$ cat config.mk
export PLATFORM = sky130hd
export DESIGN_NAME = uart_txrx
export DESIGN_NICKNAME = d
export VERILOG_FILES = /design/src/rtl/uart_txrx.sv
export SDC_FILE = /design/constraint.sdc
export NUM_CORES = 1
export LEC_CHECK = 0
export CORE_MARGIN = 1.5
export CORE_UTILIZATION = 62
export CTS_CLUSTER_SIZE = 14
export DETAILED_ROUTE_END_ITERATION = 6
export GPL_TIMING_DRIVEN = 0
export PLACE_DENSITY = 0.83
export SETUP_SLACK_MARGIN = 0.15
export SYNTH_ARGS = -nofsm -noshare
export SYNTH_HDL_FRONTEND = slang
export SYNTH_SLANG_ARGS = --single-unit
$ cat constraint.sdc
create_clock -name clk -period 4.3 [get_ports clk]
set_clock_uncertainty 0.15 [all_clocks]
set_input_delay 0.645 -clock clk [delete_from_list [all_inputs] [get_ports clk]]
set_output_delay 0.645 -clock clk [all_outputs]
set_load 0.005 [all_outputs]
$ cat src/rtl/uart_txrx.sv
// Full-duplex 8N1 UART transceiver with independent RX and TX state machines.
// Optional macro UART_RX_SYNC_EN inserts a 2-flop synchronizer on rx.
module uart_txrx #(
   parameter int baud_rate    = 9600,
   parameter int sys_clk_freq = 12000000
) (
   input  logic       clk,
   input  logic       rst,
   input  logic       rx,
   output logic       tx,
   input  logic       transmit,
   input  logic [7:0] tx_byte,
   output logic       received,
   output logic [7:0] rx_byte,
   output logic       is_receiving,
   output logic       is_transmitting,
   output logic       recv_error
);

   localparam int CLOCK_DIVIDE = sys_clk_freq / (baud_rate * 4);
   localparam int DIV_W = (CLOCK_DIVIDE > 1) ? $clog2(CLOCK_DIVIDE) : 1;
   localparam logic [DIV_W-1:0] DIV_LAST = DIV_W'(CLOCK_DIVIDE - 1);

   localparam logic [2:0] RX_IDLE          = 3'd0;
   localparam logic [2:0] RX_CHECK_START   = 3'd1;
   localparam logic [2:0] RX_READ_BITS     = 3'd2;
   localparam logic [2:0] RX_CHECK_STOP    = 3'd3;
   localparam logic [2:0] RX_DELAY_RESTART = 3'd4;

   localparam logic [1:0] TX_IDLE          = 2'd0;
   localparam logic [1:0] TX_SENDING       = 2'd1;
   localparam logic [1:0] TX_DELAY_RESTART = 2'd2;

   logic             rxSample;

   logic [2:0]       rxState_q, rxState_d;
   logic [DIV_W-1:0] rxDiv_q, rxDiv_d;
   logic [2:0]       rxTick_q, rxTick_d;
   logic [2:0]       rxBit_q, rxBit_d;
   logic [7:0]       rxShift_q, rxShift_d;
   logic [7:0]       rxByte_q, rxByte_d;
   logic             received_q, received_d;
   logic             recvError_q, recvError_d;
   logic             rxTickEdge, rxDone;

   logic [1:0]       txState_q, txState_d;
   logic [DIV_W-1:0] txDiv_q, txDiv_d;
   logic [2:0]       txTick_q, txTick_d;
   logic [3:0]       txBit_q, txBit_d;
   logic [7:0]       txShift_q, txShift_d;
   logic             tx_q, tx_d;
   logic             txTickEdge, txDone;

`ifdef UART_RX_SYNC_EN
   logic [1:0] rxSync_q;

   always_ff @(posedge clk) begin
      if (!rst) begin
         rxSync_q <= 2'b11;
      end else begin
         rxSync_q <= {rxSync_q[0], rx};
      end
   end

   assign rxSample = rxSync_q[1];
`else
   assign rxSample = rx;
`endif

   // Each state restarts its own divider and tick countdown on entry,
   // so bit timing is anchored to the detected start edge.
   assign rxTickEdge = (rxDiv_q == DIV_LAST);
   assign rxDone     = rxTickEdge && (rxTick_q == 3'd1);

   always_comb begin
      rxState_d   = rxState_q;
      rxDiv_d     = rxTickEdge ? '0 : rxDiv_q + 1'b1;
      rxTick_d    = rxTickEdge ? rxTick_q - 3'd1 : rxTick_q;
      rxBit_d     = rxBit_q;
      rxShift_d   = rxShift_q;
      rxByte_d    = rxByte_q;
      received_d  = 1'b0;
      recvError_d = 1'b0;
      case (rxState_q)
         RX_IDLE: begin
            rxDiv_d  = '0;
            rxTick_d = 3'd2;
            if (!rxSample) begin
               rxState_d = RX_CHECK_START;
            end
         end
         RX_CHECK_START: begin
            if (rxDone) begin
               rxDiv_d  = '0;
               rxTick_d = 3'd4;
               rxBit_d  = 3'd0;
               rxState_d = rxSample ? RX_IDLE : RX_READ_BITS;
            end
         end
         RX_READ_BITS: begin
            if (rxDone) begin
               rxDiv_d   = '0;
               rxTick_d  = 3'd4;
               rxShift_d = {rxSample, rxShift_q[7:1]};
               rxBit_d   = rxBit_q + 3'd1;
               if (rxBit_q == 3'd7) begin
                  rxState_d = RX_CHECK_STOP;
               end
            end
         end
         RX_CHECK_STOP: begin
            if (rxDone) begin
               rxDiv_d  = '0;
               rxTick_d = 3'd2;
               if (rxSample) begin
                  rxByte_d   = rxShift_q;
                  received_d = 1'b1;
               end else begin
                  recvError_d = 1'b1;
               end
               rxState_d = RX_DELAY_RESTART;
            end
         end
         RX_DELAY_RESTART: begin
            if (rxDone) begin
               rxState_d = RX_IDLE;
            end
         end
         default: begin
            rxState_d = RX_IDLE;
         end
      endcase
   end

   always_ff @(posedge clk) begin
      if (!rst) begin
         rxState_q   <= RX_IDLE;
         rxDiv_q     <= '0;
         rxTick_q    <= 3'd2;
         rxBit_q     <= 3'd0;
         rxShift_q   <= 8'h00;
         rxByte_q    <= 8'h00;
         received_q  <= 1'b0;
         recvError_q <= 1'b0;
      end else begin
         rxState_q   <= rxState_d;
         rxDiv_q     <= rxDiv_d;
         rxTick_q    <= rxTick_d;
         rxBit_q     <= rxBit_d;
         rxShift_q   <= rxShift_d;
         rxByte_q    <= rxByte_d;
         received_q  <= received_d;
         recvError_q <= recvError_d;
      end
   end

   // SENDING covers the start bit and 8 data bits; the stop bit is
   // driven for the whole of DELAY_RESTART.
   assign txTickEdge = (txDiv_q == DIV_LAST);
   assign txDone     = txTickEdge && (txTick_q == 3'd1);

   always_comb begin
      txState_d = txState_q;
      txDiv_d   = txTickEdge ? '0 : txDiv_q + 1'b1;
      txTick_d  = txTickEdge ? txTick_q - 3'd1 : txTick_q;
      txBit_d   = txBit_q;
      txShift_d = txShift_q;
      tx_d      = tx_q;
      case (txState_q)
         TX_IDLE: begin
            txDiv_d  = '0;
            txTick_d = 3'd4;
            tx_d     = 1'b1;
            if (transmit) begin
               txState_d = TX_SENDING;
               txShift_d = tx_byte;
               txBit_d   = 4'd0;
               tx_d      = 1'b0;
            end
         end
         TX_SENDING: begin
            if (txDone) begin
               txDiv_d  = '0;
               txTick_d = 3'd4;
               if (txBit_q == 4'd8) begin
                  tx_d      = 1'b1;
                  txState_d = TX_DELAY_RESTART;
               end else begin
                  tx_d      = txShift_q[0];
                  txShift_d = {1'b0, txShift_q[7:1]};
                  txBit_d   = txBit_q + 4'd1;
               end
            end
         end
         TX_DELAY_RESTART: begin
            if (txDone) begin
               txState_d = TX_IDLE;
            end
         end
         default: begin
            txState_d = TX_IDLE;
            tx_d      = 1'b1;
         end
      endcase
   end

   always_ff @(posedge clk) begin
      if (!rst) begin
         txState_q <= TX_IDLE;
         txDiv_q   <= '0;
         txTick_q  <= 3'd4;
         txBit_q   <= 4'd0;
         txShift_q <= 8'h00;
         tx_q      <= 1'b1;
      end else begin
         txState_q <= txState_d;
         txDiv_q   <= txDiv_d;
         txTick_q  <= txTick_d;
         txBit_q   <= txBit_d;
         txShift_q <= txShift_d;
         tx_q      <= tx_d;
      end
   end

   assign tx              = tx_q;
   assign received        = received_q;
   assign rx_byte         = rxByte_q;
   assign recv_error      = recvError_q;
   assign is_receiving    = (rxState_q != RX_IDLE);
   assign is_transmitting = (txState_q != TX_IDLE);

endmodule

==> flow_summary.ini, run 1 <==
[logic_synthesis]
synthTopCellsByArea = dfxtp_1, nand2_1, nor2_1
ys_seq_area_frac = 0.427
async_reset_ff_frac = 0
postSynthCellCount = 345
yosys.cell_types.count = 49
synth.ff_latch_count = 63
synthesis.nets = 367
synth_top_area_frac = 0.427
syn_avg_cell_area_um2 = 8.56
synth_edf_count = 0
synth_ff_type = dfxtp_1
synth_warnings = 0
synth_area_um2 = 2950
synth_top_area_cell = dfxtp_1

[timing]
worst_pin_slew_ns = 0.507
setup_violations = 0
period_share = 0.550
finalWorstSetupSlack_ns = 1.94
rsz0062_at_grt = no
slew_violations = 0
fin_setup_tns_ns = 0
hold_viol = 0
period_minus_slack_ns = 2.36
max_freq_ghz = 0.423
maxSlewHeadroom = 0.662

[worst_hold_path]
hp-class = reg -> reg

[power]
p_clk_frac = 0.407
p_leak_nw = 1.29
p_total_w = 0.00112
power_frac_comb = 0.057
ir_worst_vdd_mv = 0.235
p_per_area_nw_per_um2 = 326
p_sw_frac = 0.231
p_int_w = 0.000859
seq_power_share = 0.536
switchingPower_w = 0.000258

[final_layout]
layout.nets = 401
multi_input_area_um2 = 1560
diodes = 0
nFillCells = 332
postLayoutCellArea_um2 = 3420
area_delta_synth_final_pct = 16.0
drive_gt1_frac = 0.0807
final-seq-area_um2 = 1260
final_cells = 436

[cts]
cts_max_level = 3
ctsResizeCount = 0
postCtsSetupRepairBufs = 0
clockBufferDepth = 2
cts_tree = yes
ctsHoldBuffers = 0
clock-sinks = 63
cts-root-buf = clkbuf_8
insertion_delay_ns = 0.34
path_clk_slew_ns = 0.07
cts_buffers = 9

[place]
pre_cts_slack_ns = 1.94
dp_cells = 420
place_area_um2 = 3250
hpwlAfterDp_um = 4260
place_congestion = 0.889
io_buffers = 23

[global_routing]
grt_pass1_wl_um = 10600
antenna_found_initial = 0
overflow = 0
grt_pass1_vias = 2351
grt_max_degree = 11
grtUsageTotal = 0.260

[setup_path]
crit_required_ns = 3.50
startpoint_type = register
r2r_slack_ns = 2.24
worstPathCellList = or3_1 -> clkdlybuf4s50_1
crit_fanout = 6
slowest_delay_ns = 0.46
slowest_stage = clkdlybuf4s50_1
crit_type = reg -> out
cp-end-kind = primary output
cp.arrival_ns = 1.57

[routing]
routed_wl_um = 6050
wire_per_inst_um = 13.9
drt_iter0_drc = 137
via_count = 2482
first_pass_iters = 6
drtAntennaViolNets = 0
drc = 0
avgViaCountPerCell = 5.69

[outcome]
status = completed

[floorplan]
initial_core_util = 0.660
die_y_um = 72.0
fp.dieArea_um2 = 5180
io-pin-count = 25
die_w_um = 72.0
rows = 24
core_um2 = 4470

[job]
max-cap-violations = 0
[cells in the final DEF, fill, tap and decap left out, types with 8 or more instances in the layout]
cell	count
nand2_1	45
clkbuf_1	12
clkbuf_8	11
nand4_1	9
xnor2_1	8
nor2_1	39
inv_1	11
nand3_1	23
clkdlybuf4s50_1	23
dfxtp_1	63
ha_1	10
o21ai_0	11
nor3_1	11
mux2i_1	11
a21oi_1	14
[stage by stage]
stage	hold WS (ns)	utilization
4_1_cts	0.313	0.765
3_5_place_dp	0.297	0.726
3_3_place_gp	0.286	0.726
6_report	0.310	0.765
5_1_grt	0.332	0.765
2_1_floorplan	0.268	-
[cells by family (layout without fill, tap and decap cells)]
group,Yosys count,in the layout,synth area share
buffers and inverters,30,69,0.0449
XOR/XNOR,15,15,0.0445
AND/OR/NAND/NOR,171,171,0.307
AO/OA/AOI/OAI,45,45,0.0966
adder cells (fa/ha/maj),10,10,0.0424
flip-flops,63,63,0.427
multiplexers,11,11,0.0373
[power groups by stage]
stage               clock network [W]  registers [W]   logic, W
floorplan                           0       0.000610  0.0000393
global placement                    0       0.000611  0.0000628
detailed placement                  0       0.000611  0.0000637
CTS                          0.000462       0.000598  0.0000640
global route                 0.000483       0.000599  0.0000727
finish                       0.000455       0.000598  0.0000642
[critical path: cells and delay by family, from the launching register on]
kind	cells	cell delay [ns]
buffers and inverters	1	0.46
DFF	1	0.36
and+or+nand+nor	1	0.41
[synthesized netlist by cell type, types with 3 or more instances]
library cell	count
clkbuf_1	10
buf_2	4
xor2_1	7
nand3_1	23
dfxtp_1	63
mux2i_1	11
and3_1	7
nor2_1	39
ha_1	10
nor2b_1	7
nor3_1	11
nand2_1	45
nand2b_1	3
nand4_1	9
inv_1	11
xnor2_1	8
a311oi_1	7
o21ai_0	11
a21oi_1	14
[state kept, by name, indices dropped and copies added, names as in the netlist]
name	flops
rxBit_q	3
txTick_q	3
txShift_q	8
tx	1
rx_byte	8
received	1
recv_error	1
rxShift_q	8
txDiv_q	9
rxDiv_q	9
rxTick_q	3
txState_q	2
txBit_q	4
rxState_q	3
[cell type report]
cell class | instances | area share
plain buffers | 19 | 0.0267
clock buffers | 13 | 0.0464
clock inverters | 3 | 0.00512
inverters | 11 | 0.0121
multi-input cells | 252 | 0.455
flip-flops and latches | 63 | 0.368
well taps | 52 | 0.0190
repair buffers | 23 | 0.0673
[worst paths after layout]
kind                startpoint            to  cells past startpoint
setup reg to reg   rxTick_q[0]    rx_byte[7]                      7
hold / removal      txDiv_q[0]    txDiv_q[0]                      1
setup / recovery  rxState_q[2]  is_receiving                      2
hold reg to reg     txDiv_q[0]    txDiv_q[0]                      1
[routing by layer]
metal	routed length, um	vias up	part of all wire	global-route usage
met2	2770	59	0.46	0.410
met5	0	-	0	0
met1	2880	1137	0.48	0.336
li1	-	1270	-	-
met3	220	16	0.036	0.0444
met4	176	0	0.029	0.155
(Power assumes the default switching activity.)
==> run 2, diff against run 1 <==
--- a/config.mk
+++ b/config.mk
@@ -6,11 +6,11 @@
 export NUM_CORES = 1
 export LEC_CHECK = 0
 export CORE_MARGIN = 1.5
-export CORE_UTILIZATION = 62
+export CORE_UTILIZATION = 57
 export CTS_CLUSTER_SIZE = 14
 export DETAILED_ROUTE_END_ITERATION = 6
 export GPL_TIMING_DRIVEN = 0
-export PLACE_DENSITY = 0.83
+export PLACE_DENSITY = 0.77
 export SETUP_SLACK_MARGIN = 0.15
 export SYNTH_ARGS = -nofsm -noshare
 export SYNTH_HDL_FRONTEND = slang
==> constraint.sdc (replaced) <==
create_clock -name clk -period 2.2 [get_ports clk]
set_clock_uncertainty 0.15 [all_clocks]
set_input_delay 0.33 -clock clk [delete_from_list [all_inputs] [get_ports clk]]
set_output_delay 0.33 -clock clk [all_outputs]
set_load 0.005 [all_outputs]
==> run 2 against run 1 <==
  * Die area up 8.4%
  * Total power rose by 120%
  * Cell area up 4.2%
  * Critical path type unchanged
  * Largest cell class unchanged
  * Routed wire length decreased by 1.3%
  * First-iteration DRC count grew 4.4%
  * Combinational power grew 98%
  * Worst hold slack worse by 0.025 ns
==> flow_summary.ini, run 2 (synthesis results as in run 1) <==
[power]
p_int_w = 0.00195
power_frac_comb = 0.051
seq_power_share = 0.472
ir_worst_vdd_mv = 0.652
p_total_w = 0.00248
switchingPower_w = 0.000530
p_clk_frac = 0.476
p_sw_frac = 0.214
p_per_area_nw_per_um2 = 694
p_leak_nw = 1.34

[worst_hold_path]
holdPathEnd = txDiv_q[0]
min_path_cells = 1
hp-class = reg -> reg
min_from = txDiv_q[0]

[routing]
wire_per_inst_um = 13.1
first_pass_iters = 4
drtAntennaViolNets = 0
routed_wl_um = 5970
avgViaCountPerCell = 5.48
drc = 0
drt_iter0_drc = 143
via_count = 2497

[setup_path]
cp.arrival_ns = 1.48
r2r_cells = 6
rr_startpoint = rxDiv_q[0]
crit_type = reg -> out
cp-end-kind = primary output
r2r_slack_ns = 0.26
regToRegEndpoint = rxTick_q[2]
crit_required_ns = 1.72
crit_fanout = 7
startpoint_type = register

[cts]
ctsHoldBuffers = 0
cts_buffers = 9
cts_max_level = 3
path_clk_slew_ns = 0.07
clock-sinks = 63
cts-root-buf = clkbuf_8
insertion_delay_ns = 0.33
cts_tree = yes
clockBufferDepth = 2

[job]
max-cap-violations = 0

[final_layout]
layout.nets = 403
top_regs = rxDiv_q (9), txDiv_q (9)
area_delta_synth_final_pct = 20.8
diodes = 0
final_cells = 456
final_cell_mix = dfxtp_1, nand2_1, nor2_1, nand3_1, clkdlybuf4s50_1
final_common_cell = dfxtp_1
drive_gt1_frac = 0.111

[place]
place_congestion = 0.855
hpwlAfterDp_um = 4140
io_buffers = 23
dp_cells = 438

[timing]
hold_viol = 0
fin_setup_tns_ns = 0
period_share = 0.889
maxSlewHeadroom = 0.669
worst_pin_slew_ns = 0.496
slew_violations = 0
period_minus_slack_ns = 1.96
rsz0062_at_grt = yes
setup_violations = 0
hold_ws_ns = 0.284
max_freq_ghz = 0.511

[floorplan]
io-pin-count = 25
fp.dieArea_um2 = 5620
core_um2 = 5040
initial_core_util = 0.585
die_y_um = 75.0
die_w_um = 75.0
rows = 26

[global_routing]
grtUsageTotal = 0.231
use_met1 = 0.309
grt_pass1_wl_um = 9890
grtUsageMet2 = 0.363
grt_max_degree = 12
grt_pass1_vias = 2305
top_usage_layer = met2
use_met3 = 0.0388
overflow = 0
antenna_found_initial = 0

[outcome]
status = completed
run 2: what timing repair did:
action                                  CTS  global route
gates resized for setup                   2            11
setup buffers                             0             2
pin swaps                                 0             1
endpoints found under the setup margin    2            27
run 2: per-layer routing:
metal	vias up	share of wire
li1	1288	-
met1	1169	0.47
met2	36	0.49
met3	4	0.034
met4	0	0.0074
met5	-	0
run 2: critical path, cell delays in order (launching register included):
cell and delay, ns:
dfxtp_1 0.48, nor2_4 0.08, inv_1 0.08, clkdlybuf4s50_1 0.49
run 2: layout make-up:
class	instances	area [um^2]
Clock inverter	4	76.3
Buffer	19	96.3
Inverter	11	41.3
Sequential cell	63	1260
Multi-Input combinational cell	252	1590
Timing Repair Buffer	25	248
Tap cell	70	87.6
Fill cell	418	1480
Clock buffer	12	165
run 2: worst max path at each step:
stage | slack [ns] | to | cells past startpoint | from
floorplan | 0.41 | txBit_q[2] | 6 | txDiv_q[0]
global placement | 0.20 | rx_byte[2] | 6 | rx
detailed placement | 0.17 | rx_byte[1] | 6 | rx
CTS | 0.16 | is_receiving | 2 | rxState_q[2]
global route | 0.12 | rx_byte[5] | 7 | rxTick_q[0]
finish | 0.24 | is_transmitting | 3 | txState_q[1]
run 2: stage by stage:
| step | cell area [um^2] | setup slack (ns) | util |
|---|---|---|---|
| after floorplan | 2950 | 0.410 | - |
| after global placement | 3270 | 0.195 | 0.648 |
| after detailed placement | 3270 | 0.168 | 0.648 |
| after CTS | 3510 | 0.157 | 0.697 |
| after global routing | 3570 | 0.120 | 0.707 |
| final | 3570 | 0.245 | 0.707 |
run 2: power by group through the flow:
stage                     combinational (W)  clock (W)  sequential [W]
final                              0.000127    0.00118         0.00117
after global routing               0.000140    0.00124         0.00117
after CTS                          0.000125    0.00121         0.00117
after detailed placement           0.000124          0         0.00120
after global placement             0.000124          0         0.00119
after floorplan                   0.0000769          0         0.00119
==> run 3, diff against run 2 <==
--- a/config.mk
+++ b/config.mk
@@ -6,11 +6,12 @@
 export NUM_CORES = 1
 export LEC_CHECK = 0
 export CORE_MARGIN = 1.5
-export CORE_UTILIZATION = 57
+export CORE_UTILIZATION = 50
 export CTS_CLUSTER_SIZE = 14
 export DETAILED_ROUTE_END_ITERATION = 6
 export GPL_TIMING_DRIVEN = 0
-export PLACE_DENSITY = 0.77
+export HOLD_SLACK_MARGIN = 0.03
+export PLACE_DENSITY = 0.68
 export SETUP_SLACK_MARGIN = 0.15
 export SYNTH_ARGS = -nofsm -noshare
 export SYNTH_HDL_FRONTEND = slang
==> run 3 against run 2 <==
  * Die area is 13% higher
  * Non-clock buffer count is 1 lower
  * Via count is 0.64% lower
  * Sequential power hardly changed
  * Global-route usage is 3.2 points lower
  * Count of clock-buffer cells in the layout is 2 higher
  * Core utilization is 7.9 points lower
  * First-iteration DRC count is 41% lower
  * Cell area is 1.2% lower
  * Worst hold slack worse by 0.0063 ns
  * Critical path type unchanged
==> flow_summary.ini, run 3 (synthesis results as in run 1) <==
[cts]
cts_tree = yes
clock-sinks = 63
clockBufferDepth = 2
cts-root-buf = clkbuf_8
path_clk_slew_ns = 0.07
ctsHoldBuffers = 0
insertion_delay_ns = 0.33
cts_buffers = 9
cts_max_level = 3

[routing]
avgViaCountPerCell = 5.43
via_count = 2481
drc = 0
drt_iter0_drc = 85
wire_per_inst_um = 13.1
drtAntennaViolNets = 0
first_pass_iters = 5
routed_wl_um = 5970

[place]
dp_cells = 440
io_buffers = 23
pre_cts_slack_ns = 0.141
hpwlAfterDp_um = 4180
place_congestion = 0.839

[timing]
rsz0062_at_grt = no
hold_viol = 0
worst_pin_slew_ns = 0.535
setup_violations = 0
period_share = 0.912
period_minus_slack_ns = 2.01
max_freq_ghz = 0.498
fin_setup_tns_ns = 0
slew_violations = 0
finalWorstSetupSlack_ns = 0.194
maxSlewHeadroom = 0.643

[setup_path]
slowest_stage = clkdlybuf4s50_1
startpoint_type = register
path_delay_family = buffers and inverters
crit_required_ns = 1.72
cp-end-kind = primary output
crit_fanout = 7
crit_type = reg -> out
cp.arrival_ns = 1.53
slowest_delay_ns = 0.50
crit_buf_inv = 2
worstPathCellList = nor2_2 -> inv_1 -> clkdlybuf4s50_1

[global_routing]
overflow = 0
grt_pass1_vias = 2285
grt_pass1_wl_um = 9990
grt_max_degree = 11
grtUsageTotal = 0.199
antenna_found_initial = 0

[final_layout]
final_cell_mix = dfxtp_1, nand2_1, nor2_1, nand3_1, clkdlybuf4s50_1
drive_gt1_frac = 0.109
final_util = 0.628
final_common_cell = dfxtp_1
final_cells = 457
top_regs = rxDiv_q (9), txDiv_q (9)
layout.nets = 402
area_delta_synth_final_pct = 19.3
diodes = 0

[outcome]
status = completed

[power]
ir_worst_vdd_mv = 0.435
p_leak_nw = 1.31
p_total_w = 0.00225
p_per_area_nw_per_um2 = 638

[floorplan]
die_w_um = 79.8
io-pin-count = 25
initial_core_util = 0.526
rows = 27
fp.dieArea_um2 = 6370
die_y_um = 79.8
core_um2 = 5610

[job]
max-cap-violations = 0

[worst_hold_path]
hp-class = reg -> reg
==> run 3: path summary, 6_finish.rpt <==
| kind | start | end | slack [ns] | depth (start not counted) |
|---|---|---|---|---|
| max | txState_q[1] | is_transmitting | 0.19 | 3 |
| min | txDiv_q[0] | txDiv_q[0] | 0.28 | 1 |
| max reg2reg | txDiv_q[1] | txBit_q[3] | 0.28 | 6 |
| min reg2reg | txDiv_q[0] | txDiv_q[0] | 0.28 | 1 |
==> run 3: metal layers <==
metal	wire, um	share of wire	track usage
met1	2960	0.50	0.258
met2	2700	0.45	0.312
met5	0	0	0
met4	111	0.019	0.103
met3	200	0.033	0.0423
==> run 3: stage by stage <==
step | instance area [um^2] | hold slack (ns)
2_1_floorplan | 2950 | 0.259
3_3_place_gp | 3270 | 0.286
3_5_place_dp | 3270 | 0.298
4_1_cts | 3470 | 0.265
5_1_grt | 3520 | 0.302
6_report | 3520 | 0.278
==> run 3: report_power, final <==
part | internal [W] | total (W) | switching (W) | leakage (nW)
registers | 0.00116 | 0.00117 | 0.00000987 | 0.512
logic | 0.0000541 | 0.000127 | 0.0000725 | 0.702
clock network | 0.000531 | 0.000951 | 0.000420 | 0.0987
total | 0.00174 | 0.00225 | 0.000503 | 1.31
==> run 3: cell type report <==
class | count | area (um^2)
plain buffers | 19 | 104
clock buffers | 14 | 183
clock inverters | 2 | 12.5
fillers | 514 | 2090
inverters | 11 | 41.3
multi-input cells | 252 | 1590
flip-flops and latches | 63 | 1260
well taps | 72 | 90.1
repair buffers | 24 | 240
==> run 3: timing repair <==
item / 4_1_cts / 5_1_grt
cloned: 0 / 0
buffers inserted: 0 / 1
endpoints found under the hold margin: 0 / 0
pin swaps: 0 / 1
setup endpoints to repair: 5 / 21
resized for setup: 3 / 12
